<file path="src/rtl/spi_txn_arbiter.sv">
// Round-robin arbiter that shares one SPI master core between REQ_COUNT requesters.
// Each grant runs one full transaction (config, start, watchdog wait, response).
module spi_txn_arbiter #(
  parameter int REQ_COUNT        = 4,
  parameter int SLAVE_COUNT      = 1,
  parameter int MAX_PACKAGE_SIZE = 8,
  parameter int TIMEOUT_CYCLES   = 4096,
  localparam int DW = 8 * MAX_PACKAGE_SIZE,
  localparam int SW = (SLAVE_COUNT > 1) ? $clog2(SLAVE_COUNT) : 1,
  localparam int ZW = $clog2(MAX_PACKAGE_SIZE + 1),
  localparam int RW = (REQ_COUNT > 1) ? $clog2(REQ_COUNT) : 1
) (
  input  logic                    aclk,
  input  logic                    areset,
  input  logic [REQ_COUNT-1:0]    req_valid,
  output logic [REQ_COUNT-1:0]    req_ready,
  input  logic [REQ_COUNT*SW-1:0] req_slave,
  input  logic [REQ_COUNT*ZW-1:0] req_size,
  input  logic [REQ_COUNT*2-1:0]  req_mode,
  input  logic [REQ_COUNT*DW-1:0] req_data,
  output logic [REQ_COUNT-1:0]    rsp_valid,
  input  logic [REQ_COUNT-1:0]    rsp_ready,
  output logic [DW-1:0]           rsp_data,
  output logic                    rsp_err,
  output logic [SW-1:0]           core_slave,
  output logic [ZW-1:0]           core_size,
  output logic [1:0]              core_mode,
  output logic [DW-1:0]           core_tx_data,
  output logic                    core_start,
  output logic                    core_abort,
  input  logic                    core_busy,
  input  logic                    core_done,
  input  logic [DW-1:0]           core_rx_data,
  output logic                    busy,
  output logic [RW-1:0]           grant_id
);

  localparam int CW = (TIMEOUT_CYCLES > 1) ? $clog2(TIMEOUT_CYCLES) : 1;

  typedef enum logic [2:0] {IDLE, SETUP, START, WAIT, RESP} state_t;

  state_t        state;
  logic [RW-1:0] ptr, gnt, idx;
  logic          any;
  logic [CW-1:0] cnt;
  logic          expire, reject;
  logic [SW-1:0] sel_slave, lat_slave;
  logic [ZW-1:0] sel_size, lat_size;
  logic [1:0]    sel_mode, lat_mode;
  logic [DW-1:0] sel_data, lat_data;

  // Search starts at ptr and wraps, so the last winner has lowest priority.
  always_comb begin
    gnt = '0;
    idx = '0;
    any = 1'b0;
    for (int k = 0; k < REQ_COUNT; k++) begin
      idx = RW'((int'(ptr) + k) % REQ_COUNT);
      if (!any && req_valid[idx]) begin
        any = 1'b1;
        gnt = idx;
      end
    end
  end

  always_comb begin
    sel_slave = '0;
    sel_size  = '0;
    sel_mode  = '0;
    sel_data  = '0;
    for (int i = 0; i < REQ_COUNT; i++) begin
      if (gnt == RW'(i)) begin
        sel_slave = req_slave[i*SW +: SW];
        sel_size  = req_size[i*ZW +: ZW];
        sel_mode  = req_mode[i*2 +: 2];
        sel_data  = req_data[i*DW +: DW];
      end
    end
  end

  always_comb begin
    req_ready = '0;
    if (state == IDLE && any && !areset) req_ready[gnt] = 1'b1;
  end

  assign reject = (sel_size == '0) || (int'(sel_size) > MAX_PACKAGE_SIZE) ||
                  (int'(sel_slave) >= SLAVE_COUNT);
  assign expire     = (cnt == CW'(TIMEOUT_CYCLES - 1));
  // Start waits for an idle core; done on the expiry cycle beats the abort.
  assign core_start = (state == START) && !core_busy;
  assign core_abort = (state == WAIT) && expire && !core_done;
  assign busy       = (state != IDLE);

  always_ff @(posedge aclk or posedge areset) begin
    if (areset) begin
      state        <= IDLE;
      ptr          <= '0;
      cnt          <= '0;
      grant_id     <= '0;
      lat_slave    <= '0;
      lat_size     <= '0;
      lat_mode     <= '0;
      lat_data     <= '0;
      core_slave   <= '0;
      core_size    <= '0;
      core_mode    <= '0;
      core_tx_data <= '0;
      rsp_valid    <= '0;
      rsp_data     <= '0;
      rsp_err      <= 1'b0;
    end else begin
      case (state)
        IDLE: if (any) begin
          lat_slave <= sel_slave;
          lat_size  <= sel_size;
          lat_mode  <= sel_mode;
          lat_data  <= sel_data;
          grant_id  <= gnt;
          ptr       <= (gnt == RW'(REQ_COUNT - 1)) ? '0 : gnt + 1'b1;
          if (reject) begin
            rsp_err   <= 1'b1;
            rsp_data  <= '0;
            rsp_valid <= REQ_COUNT'(1) << gnt;
            state     <= RESP;
          end else begin
            state <= SETUP;
          end
        end
        SETUP: begin
          core_slave   <= lat_slave;
          core_size    <= lat_size;
          core_mode    <= lat_mode;
          core_tx_data <= lat_data;
          state        <= START;
        end
        START: if (!core_busy) begin
          cnt   <= '0;
          state <= WAIT;
        end
        WAIT: begin
          cnt <= cnt + 1'b1;
          if (core_done) begin
            rsp_data  <= core_rx_data;
            rsp_err   <= 1'b0;
            rsp_valid <= REQ_COUNT'(1) << grant_id;
            state     <= RESP;
          end else if (expire) begin
            rsp_data  <= '0;
            rsp_err   <= 1'b1;
            rsp_valid <= REQ_COUNT'(1) << grant_id;
            state     <= RESP;
          end
        end
        RESP: if (rsp_ready[grant_id]) begin
          rsp_valid <= '0;
          state     <= IDLE;
        end
        default: state <= IDLE;
      endcase
    end
  end

endmodule

</file>
<file path="config.mk">
export PLATFORM = sky130hd
export DESIGN_NAME = spi_txn_arbiter
export DESIGN_NICKNAME = d
export VERILOG_FILES = /design/src/rtl/spi_txn_arbiter.sv
export SDC_FILE = /design/constraint.sdc
export NUM_CORES = 1
export LEC_CHECK = 0
export CAP_MARGIN = 20
export CORE_AREA = 2 2 197 199
export DETAILED_ROUTE_END_ITERATION = 12
export DIE_AREA = 0 0 199 201
export MAX_ROUTING_LAYER = met4
export SYNTH_ARGS = -nofsm -noshare
export SYNTH_HDL_FRONTEND = slang
export SYNTH_SLANG_ARGS = --single-unit
</file>
<file path="constraint.sdc">
create_clock -name aclk -period 22.1 [get_ports aclk]
set_input_delay 2.21 -clock aclk [delete_from_list [all_inputs] [get_ports aclk]]
set_output_delay 2.21 -clock aclk [all_outputs]
set_load 0.05 [all_outputs]
</file>
==> results of run 1 <==
tightest hold or removal path: stages (launching register included):
cell,delay (ns)
dfrtp_1,0.34
nand2_1,0.04
o21ai_0,0.05
flip-flops by register name, summed over array words and instances (netlist names):
name / count
cnt: 12
core_mode: 2
core_size: 4
core_slave: 1
core_tx_data: 64
grant_id: 2
lat_data: 64
lat_mode: 2
lat_size: 4
lat_slave: 1
ptr: 2
rsp_data: 64
rsp_err: 1
rsp_valid: 4
state: 3
metrics by stage:
step | utilization | hold slack, ns | instances
2_1_floorplan | - | 0.4408 | 1315
3_3_place_gp | 0.4658 | 0.4550 | 2239
3_5_place_dp | 0.4665 | 0.4628 | 2240
4_1_cts | 0.4915 | 0.4770 | 2290
5_1_grt | 0.4923 | 0.4956 | 2301
6_report | 0.4923 | 0.4709 | 2301
cell families (layout without fill, tap and decap cells):
kind of cell / after synthesis / in the layout / synth area share
AO/OA/AOI/OAI: 510 / 510 / 0.2666
XOR/XNOR: 1 / 1 / 0.0007082
adder cells (fa/ha/maj): 5 / 5 / 0.005058
buffers and inverters: 126 / 583 / 0.04744
flip-flops: 230 / 230 / 0.4653
multiplexers: 80 / 80 / 0.07253
other: 0 / 11 / 0
AND/OR/NAND/NOR: 363 / 363 / 0.1423
power by group:
group / switching (mW) / total (mW) / internal [mW]
combinational: 0.854 / 1.30 / 0.446
sequential: 0.0849 / 0.644 / 0.559
clock: 0.180 / 0.468 / 0.288
metal layers:
layer | wire length [µm] | up-vias
li1 | - | 5598
met1 | 17960 | 5398
met2 | 21220 | 412
met3 | 4228 | 50
met4 | 713 | 0
met5 | 0 | -
worst min-delay path by stage:
stage | from | slack [ns] | cells after the start | endpoint
after floorplan | lat_size[2]$_DFFE_PP0P_ | 0.44 | 2 | lat_size[2]$_DFFE_PP0P_
after global placement | lat_data[35]$_DFFE_PP0P_ | 0.45 | 2 | lat_data[35]$_DFFE_PP0P_
after detailed placement | lat_size[2]$_DFFE_PP0P_ | 0.46 | 2 | lat_size[2]$_DFFE_PP0P_
after CTS | lat_size[2]$_DFFE_PP0P_ | 0.48 | 2 | lat_size[2]$_DFFE_PP0P_
after global routing | lat_data[21]$_DFFE_PP0P_ | 0.50 | 2 | lat_data[21]$_DFFE_PP0P_
final | lat_data[21]$_DFFE_PP0P_ | 0.47 | 2 | lat_data[21]$_DFFE_PP0P_
layout make-up:
type	instances	area, µm²	area share
Clock inverter	10	106.4	0.005670
Sequential cell	230	5756	0.3068
Antenna cell	11	27.53	0.001467
Tap cell	518	648.1	0.03455
Clock buffer	40	847.1	0.04516
Multi-Input combinational cell	959	6107	0.3256
Inverter	9	41.29	0.002201
Timing Repair Buffer	524	5225	0.2785
layout by cell type (no fill, tap or decap), drive strengths merged, types with 3 or more instances in the layout:
cell,count
nand3b,67
nand2,166
a21oi,327
and2,3
o22ai,4
ha,5
clkdlybuf4s50,508
nand2b,4
o31ai,4
o21ai,91
mux2i,3
mux2,77
nor4,3
clkbuf,40
and3,7
nor2,83
clkinv,6
buf,16
nor3,5
nand3,11
inv,10
dfrtp,230
diode,11
o211a,3
nor2b,5
a31oi,67
==> metrics, run 1 <==
CP max-delay cell clkdlybuf4s50_1; Mapped Nets between 1500 and 2000; worst clock skew between 0.015 and 0.02 ns; count leader, synth a21oi_1; Placer Congestion ~0.9; yosys warns 0; CTS tree yes; Layout area overhead 51.65%; Max VDD drop around 0.074 mV; GRT Residual Overflow 0; minimum clock period 7.891 ns; vias in the first global route ~11000; highest clock rate ~130 MHz; Seq cells post-synth 230; WP data required between 15 and 20 ns; FF-to-FF setup slack approximately 17 ns; cts repair resizes 0; drt first pass iters 5; sequential-to-total area share from yosys stat 0.4653; Fin Setup TNS 0 ns; most area-hungry cell type in the Yosys netlist dfrtp_1; global route hottest layer met2; top cell family by delay on the critical path buffers and inverters; slowest stage delay, CP approximately 0.85 ns; RSZ-0062 raised after global routing no; FILL cells 3608; Port Buf Inserts about 510; DR vias 11458; post-synthesis area per instance between 9 and 10 µm²; crit end category output pin; FP Rows between 70 and 80; pin count of the biggest net entering global routing around 100; Pleak roughly 7.4 nW; routed len/inst roughly 19 µm; critical-path cell list clkdlybuf4s50_1 -> and3b_1 -> o21ai_0 -> nand2_1 -> inv_1 -> ha_4 -> inv_1 -> nor3_1 -> clkdlybuf4s50_1; Final Cell Area around 19000 µm²; Crit path buffers/inverters 4; initial core utilization 0.3246; Rel. slew slack 0.3552; DPL Wire Length between 30000 and 40000 µm; Place WS about 14 ns; status completed; Mapped Cells around 1300; die height between 200 and 250 µm; min-delay worst type flop to flop; layout cells sized above 1 0.1095; crit start category primary input; Die Wd between 150 and 200 µm; TritonCTS buffer count 28; IO Count approximately 500; Clk Latency, worst-skew pair approximately 0.55 ns; CTS Root Cell clkbuf_16; dpl cell area 17780 µm²; Total GRT Usage 0.2222; CTS H-Tree Depth 1; leading cell types by count after synthesis a21oi_1 (326), dfrtp_1 (230), nand2_1 (166); met3 Use GR 0.07493; Post-synth EDFFs 0; drt total wl approximately 44000 µm; max_cap viols 0; hold_buf cts 0; Total Power 2.412 mW; CP endpoint req_ready[3]; # Post-CTS Setup Buffers 0; Die Footprint approximately 40000 µm²; worst-path fanout max between 60 and 70; fin worst setup slack 14.21 ns; R2R cell count 13; Max Slew Vio Count 0; Fin. Hold Viols 0; Routed Antenna Nets 0; Via density around 5.0; FF-to-FF Start ptr[1]$_DFFE_PP0P_; ys async rst share 1.000; final period utilization 0.3570; DRT iter0 DRCs 448; Cell Pwr Density 128.6 nW/µm²; Top FF cell, synth dfrtp_1; # DRC 0; Crit path arrival time approximately 5.7 ns; initial antenna violation count 11; CTS Buffer Depth 3; worst-margin pin slew 0.9672 ns; reg-to-reg critical path endpoint rsp_data[58]$_DFFE_PP0P_; CP Class primary input to output pin; first-pass GRT wire length approximately 67000 µm; WP depth 9; synthesized cell area roughly 12000 µm²; share of the synthesized area in the top cell type 0.4653; # clock sinks 230; Critical path origin req_valid[3]; met1 Usage GRT 0.2708; core area around 38000 µm²; met2 global-route usage 0.3598; Netlist cell types 56; Final nets 2117; top cells by area, synth dfrtp_1 (47%), a21oi_1 (13%), mux2_2 (6.6%); clock-pin slew on the worst setup and hold paths 0.06 ns; final setup violation count 0
No activity file was read; power rests on OpenSTA's default activity.
==> run 2: changes to the inputs <==
Settings changed: CORE_AREA 2 2 197 199 to not set, CORE_ASPECT_RATIO set to 0.5, CORE_MARGIN set to 2, CORE_UTILIZATION set to 40, DIE_AREA 0 0 199 201 to not set, PLACE_DENSITY set to 0.78.
Clock period 22.1 ns to 7.2 ns, I/O delays scaled along.
==> metrics, run 2 (synthesis gave the netlist of run 1 again) <==
Max VDD drop 0.2539 mV (+240%); Max Slew Vio Count 0 (unchanged); Cells after DPL 2121 (-5.3%); DR vias 11600 (+1.2%); hold slack 0.4734 ns (+0.002462 ns); WP data required 6.48 ns (-13.41 ns); CTS H-Tree Depth 1 (unchanged); Crit path arrival time 4.27 ns (-1.41 ns); TritonCTS buffer count 22 (-21%); IO Count 509 (unchanged); final period utilization 0.6929; worst clock skew 0.01994 ns (+0.0002170 ns); max_cap viols 0 (unchanged); R2R cell count 12 (-1); Cell Pwr Density 388.1 nW/µm² (+200%); top flop regs core_tx_data x64, lat_data x64, rsp_data x64; CTS Root Cell clkbuf_16; vias in the first global route 11077 (-3.3%); worst-path fanout max 55 (-9.8%); routed len/inst 19.30 µm (+0.67%); Fin Setup TNS 0 ns (unchanged); final setup violation count 0 (unchanged); FILL cells 2617 (-27%); FP Rows 45 (-38%); # Post-CTS Setup Buffers 0 (unchanged); Final Cell Area 18320 µm² (-2.3%); clock-pin slew on the worst setup and hold paths 0.06 ns (about the same); minimum clock period between 4 and 5 ns; initial antenna violation count 2 (-9); Metal-1 WL 16650 µm (-7.3%); commonest non-fill, non-tap cells in the layout clkdlybuf4s50_1 (508), a21oi_1 (325), dfrtp_1 (230); crit start category primary input; highest clock rate 200.4 MHz; core area 30350 µm² (-20%); Total GRT Usage 0.2561 (+0.03393); pin count of the biggest net entering global routing 93 (-11%); Die Wd 252.7 µm (+27%); Die Footprint 32430 µm² (-19%); hold_buf cts 0 (unchanged); CP Class primary input to output pin; Placer Congestion 0.9127 (+2.7%); # DRC 0 (unchanged); Hold Path End lat_data[27]$_DFFE_PP0P_; status completed; min-delay worst type flop to flop; drt total wl 41720 µm (-5.4%); CTS Buffer Depth 3 (unchanged); GRT Residual Overflow 0 (unchanged); Routed Antenna Nets 0 (unchanged); final core utilization 0.6038 (+0.1115); CTS tree yes; drt first pass iters 5 (unchanged); layout cells sized above 1 0.1022 (-0.007266); dpl cell area 17620 µm² (-0.90%); DRT iter0 DRCs 803 (+79%); first-pass GRT wire length 62980 µm (-6.3%); reg-to-reg critical path endpoint rsp_data[62]$_DFFE_PP0P_; hold wc startpoint lat_data[27]$_DFFE_PP0P_; commonest non-fill, non-tap cell in the layout clkdlybuf4s50_1; hold path depth 2 (unchanged); initial core utilization 0.4076 (+0.08299); RSZ-0062 raised after global routing no; worst-margin pin slew 0.9915 ns (+0.02433 ns); Fin. Hold Viols 0 (unchanged); Clk Latency, worst-skew pair 0.52 ns (-0.03 ns); Final nets 2111 (-0.28%); FF-to-FF Start ptr[1]$_DFFE_PP0P_; Port Buf Inserts 508 (unchanged); DR WL met2 21310 µm (+0.43%); die height 128.3 µm (-36%); Via density 5.365 (+7.7%); metal3 WL 2178 µm (-48%); Layout area overhead 48.14%; uppermost layer routed met4; DPL Wire Length 30280 µm (-6.3%); # clock sinks 230 (unchanged); Rel. slew slack 0.3390 (-0.01622); cts repair resizes 0 (unchanged); FF-to-FF setup slack 2.57 ns (-14.76 ns); Post-Layout Cell Count 2162 (-6.0%); crit end category output pin; Pleak 7.308 nW (-1.8%)
-- run 2: cell types whose count changed in the layout (fill, tap and decap cells not counted), moves of 3 or more --
cell / change
clkbuf_1: +3
diode_2: -9
clkbuf_8: -5
clkbuf_16: -6
-- run 2: critical path, stage by stage --
cell,delay (ns)
clkdlybuf4s50_1,0.49
nor4_1,0.55
nor4b_2,0.23
inv_1,0.18
ha_2,0.43
buf_4,0.59
and3_1,0.26
clkdlybuf4s50_1,0.80
-- run 2: worst max path at each step --
stage	startpoint	end	slack [ns]	cells past startpoint
3_3_place_gp	req_valid[3]	rsp_data[62]$_DFFE_PP0P_	1.88	13
2_1_floorplan	areset	req_ready[1]	1.46	2
5_1_grt	req_valid[3]	rsp_data[50]$_DFFE_PP0P_	1.89	13
4_1_cts	req_valid[1]	req_ready[0]	2.16	8
6_report	req_valid[1]	req_ready[0]	2.21	8
3_5_place_dp	req_valid[3]	rsp_data[62]$_DFFE_PP0P_	1.78	13
-- run 2: where the power goes --
part | internal [mW] | switching (mW) | total, mW
clock | 0.653 | 0.505 | 1.16
sequential | 1.71 | 0.258 | 1.97
combinational | 1.38 | 2.60 | 3.98
-- run 2: metrics by stage --
| step | setup slack, ns | total power, mW |
|---|---|---|
| detailed placement | 1.785 | 5.988 |
| global placement | 1.882 | 5.890 |
| global route | 1.894 | 7.593 |
| CTS | 2.164 | 7.175 |
| floorplan | 1.465 | 4.774 |
| finish | 2.211 | 7.111 |
-- run 2: per-layer routing --
metal,GRT usage,up-vias
met5,-,-
met4,0.08528,0
met3,0.04572,97
met2,0.4442,352
met1,0.3035,5594
li1,-,5557
-- run 2: area by class of cell --
class / instances / area (µm²) / share of cell area
sequential: 230 / 5756 / 0.3141
clock inverter: 7 / 62.56 / 0.003414
timing repair buffer: 524 / 5218 / 0.2847
antenna: 2 / 5.005 / 0.0002731
multi-input combinational: 959 / 6107 / 0.3333
tap: 399 / 499.2 / 0.02724
clock buffer: 32 / 639.4 / 0.03489
inverter: 9 / 37.54 / 0.002048
==> run 3: changes to the inputs <==
Clock period 7.2 ns to 4.2 ns, I/O delays scaled along.
==> metrics, run 3 (synthesis gave the netlist of run 1 again) <==
status completed; final core utilization 0.6099 (+0.006143); final setup violation count 0 (unchanged); initial core utilization 0.4076 (unchanged); GRT Residual Overflow 0 (unchanged); WP data required 3.78 ns (-2.70 ns); CTS tree yes; Pleak 7.378 nW (+0.96%); worst clock skew 0.02915 ns (+0.009213 ns); Final Cell Area 18510 µm² (+1.0%); dpl cell area 17760 µm² (+0.79%); hold_buf cts 0 (unchanged); DR vias 11566 (-0.29%); die height 128.3 µm (unchanged); Total GRT Usage 0.2566 (+0.0004353); minimum clock period roughly 3.7 ns; DRT iter0 DRCs 635 (-21%); layout cells sized above 1 0.1088 (+0.006629); vias in the first global route 11132 (+0.50%); Metal-1 WL 17170 µm (+3.2%); critical-path cell list nor2b_1 -> o21ai_0 -> nor4b_2 -> buf_4 -> ha_4 -> buf_4 -> and3_1 -> buf_4; Cell Pwr Density 669.2 nW/µm² (+72%); first-pass GRT wire length 63670 µm (+1.1%); DR WL met2 20940 µm (-1.7%); RSZ-0062 raised after global routing no; TritonCTS buffer count 22 (unchanged); initial antenna violation count 2 (unchanged); drt first pass iters 5 (unchanged); Total Power 12.39 mW (+74%); drt total wl 41590 µm (-0.33%); # Post-CTS Setup Buffers 0 (unchanged); crit start category flop; Max VDD drop 0.5246 mV (+110%); FP Rows 45 (unchanged); highest clock rate 273.6 MHz; commonest non-fill, non-tap cells in the layout clkdlybuf4s50_1 (504), a21oi_1 (325), dfrtp_1 (230); final period utilization 0.8701; cts repair resizes 0 (unchanged); core area 30350 µm² (unchanged); commonest non-fill, non-tap cell in the layout clkdlybuf4s50_1; CTS H-Tree Depth 1 (unchanged); Die Footprint 32430 µm² (unchanged); DPL Wire Length 29830 µm (-1.5%); Cells after DPL 2124 (+0.14%); Post-Layout Cell Count 2165 (+0.14%); top flop regs core_tx_data x64, lat_data x64, rsp_data x64; Die Wd 252.7 µm (unchanged); # clock sinks 230 (unchanged); Via density 5.342 (-0.43%); pin count of the biggest net entering global routing 117 (+26%); Routed Antenna Nets 0 (unchanged); Crit path arrival time 3.23 ns (-1.04 ns); Fin. Hold Viols 0 (unchanged); Layout area overhead 49.65%; CP Class flop to output pin; Placer Congestion 0.9633 (+5.5%); max_cap viols 0 (unchanged); Clk Latency, worst-skew pair 0.54 ns (+0.02 ns); R2R cell count 12 (unchanged); Crit path buffers/inverters 3 (-1); CP max-delay cell buf_4; top cell family by delay on the critical path buffers and inverters; worst-margin pin slew 0.8733 ns (-0.1182 ns); crit end category output pin; Max Slew Vio Count 0 (unchanged); metal3 WL 1845 µm (-15%); crit-path most repeated cell buf_4; WP depth 8 (unchanged); Final nets 2114 (+0.14%); CTS Buffer Depth 3 (unchanged); worst-path fanout max 87 (+58%); min-delay worst type primary input to asynchronous set/reset pin; slowest stage delay, CP 0.63 ns (-0.17 ns); uppermost layer routed met4; Rel. slew slack 0.4178 (+0.07882); Port Buf Inserts 508 (unchanged); clock-pin slew on the worst setup and hold paths 0.07 ns (about the same); IO Count 509 (unchanged); CTS Root Cell clkbuf_16; # DRC 0 (unchanged); routed len/inst 19.21 µm (-0.47%)
## run 3: cell count changes in the layout (fill, tap and decap cells not counted), sizes merged
cell           before  now
clkdlybuf4s50     508  504
clkbuf             32   26
buf                16   23
clkinvlp            2    6
bufinv              1    3
## run 3: cell type report
cell class	count	area (µm²)
fillers	2558	11840
flip-flops and latches	230	5756
repair buffers	527	5355
multi-input cells	959	6108
well taps	399	499.2
diodes	2	5.005
clock buffers	26	585.6
clock inverters	13	163.9
inverters	9	37.54
## run 3: per-layer routing
metal | global-route usage | vias up
met5 | - | -
met4 | 0.09154 | 0
met3 | 0.04471 | 97
met2 | 0.4324 | 315
met1 | 0.3125 | 5590
li1 | - | 5564
## run 3: final timing paths
| kind | slack [ns] | to | startpoint |
|---|---|---|---|
| worst max-delay path | 0.55 | req_ready[1] | ptr[1]$_DFFE_PP0P_ |
| worst min-delay path | 0.30 | core_tx_data[11]$_DFFE_PP0N_ | areset |
| worst max register to register | 0.77 | rsp_data[44]$_DFFE_PP0P_ | ptr[0]$_DFFE_PP0P_ |
| worst min register to register | 0.47 | lat_data[26]$_DFFE_PP0P_ | lat_data[26]$_DFFE_PP0P_ |
| max in group asynchronous | 2.78 | lat_data[40]$_DFFE_PP0P_ | areset |
| min in group aclk | 0.47 | lat_data[26]$_DFFE_PP0P_ | lat_data[26]$_DFFE_PP0P_ |
## run 3: through the flow
stage	worst slack [ns]	hold WS (ns)	TNS, ns
finish	0.5457	0.3016	0
global route	0.3627	0.3259	0
CTS	0.5519	0.3153	0
detailed placement	0.2272	0.4655	0
global placement	0.2928	0.4566	0
floorplan	-0.9350	0.4408	-2.758
## run 3: where the power goes
part / internal, mW / switching [mW]
clock network: 1.19 / 0.937
registers: 2.94 / 0.433
logic: 2.45 / 4.44
total: 6.57 / 5.81
## run 3: worst reg2reg max path: stages, from the launching register on
cell     delay [ns]
dfrtp_1        0.42
and3b_1        0.19
o21ai_0        0.26
nand2_1        0.25
inv_1          0.21
ha_4           0.35
or3b_1         0.39
o21ai_1        0.09
a31oi_1        0.10
o211a_1        0.34
nor2_4         0.19
buf_12         0.32
a31oi_1        0.17
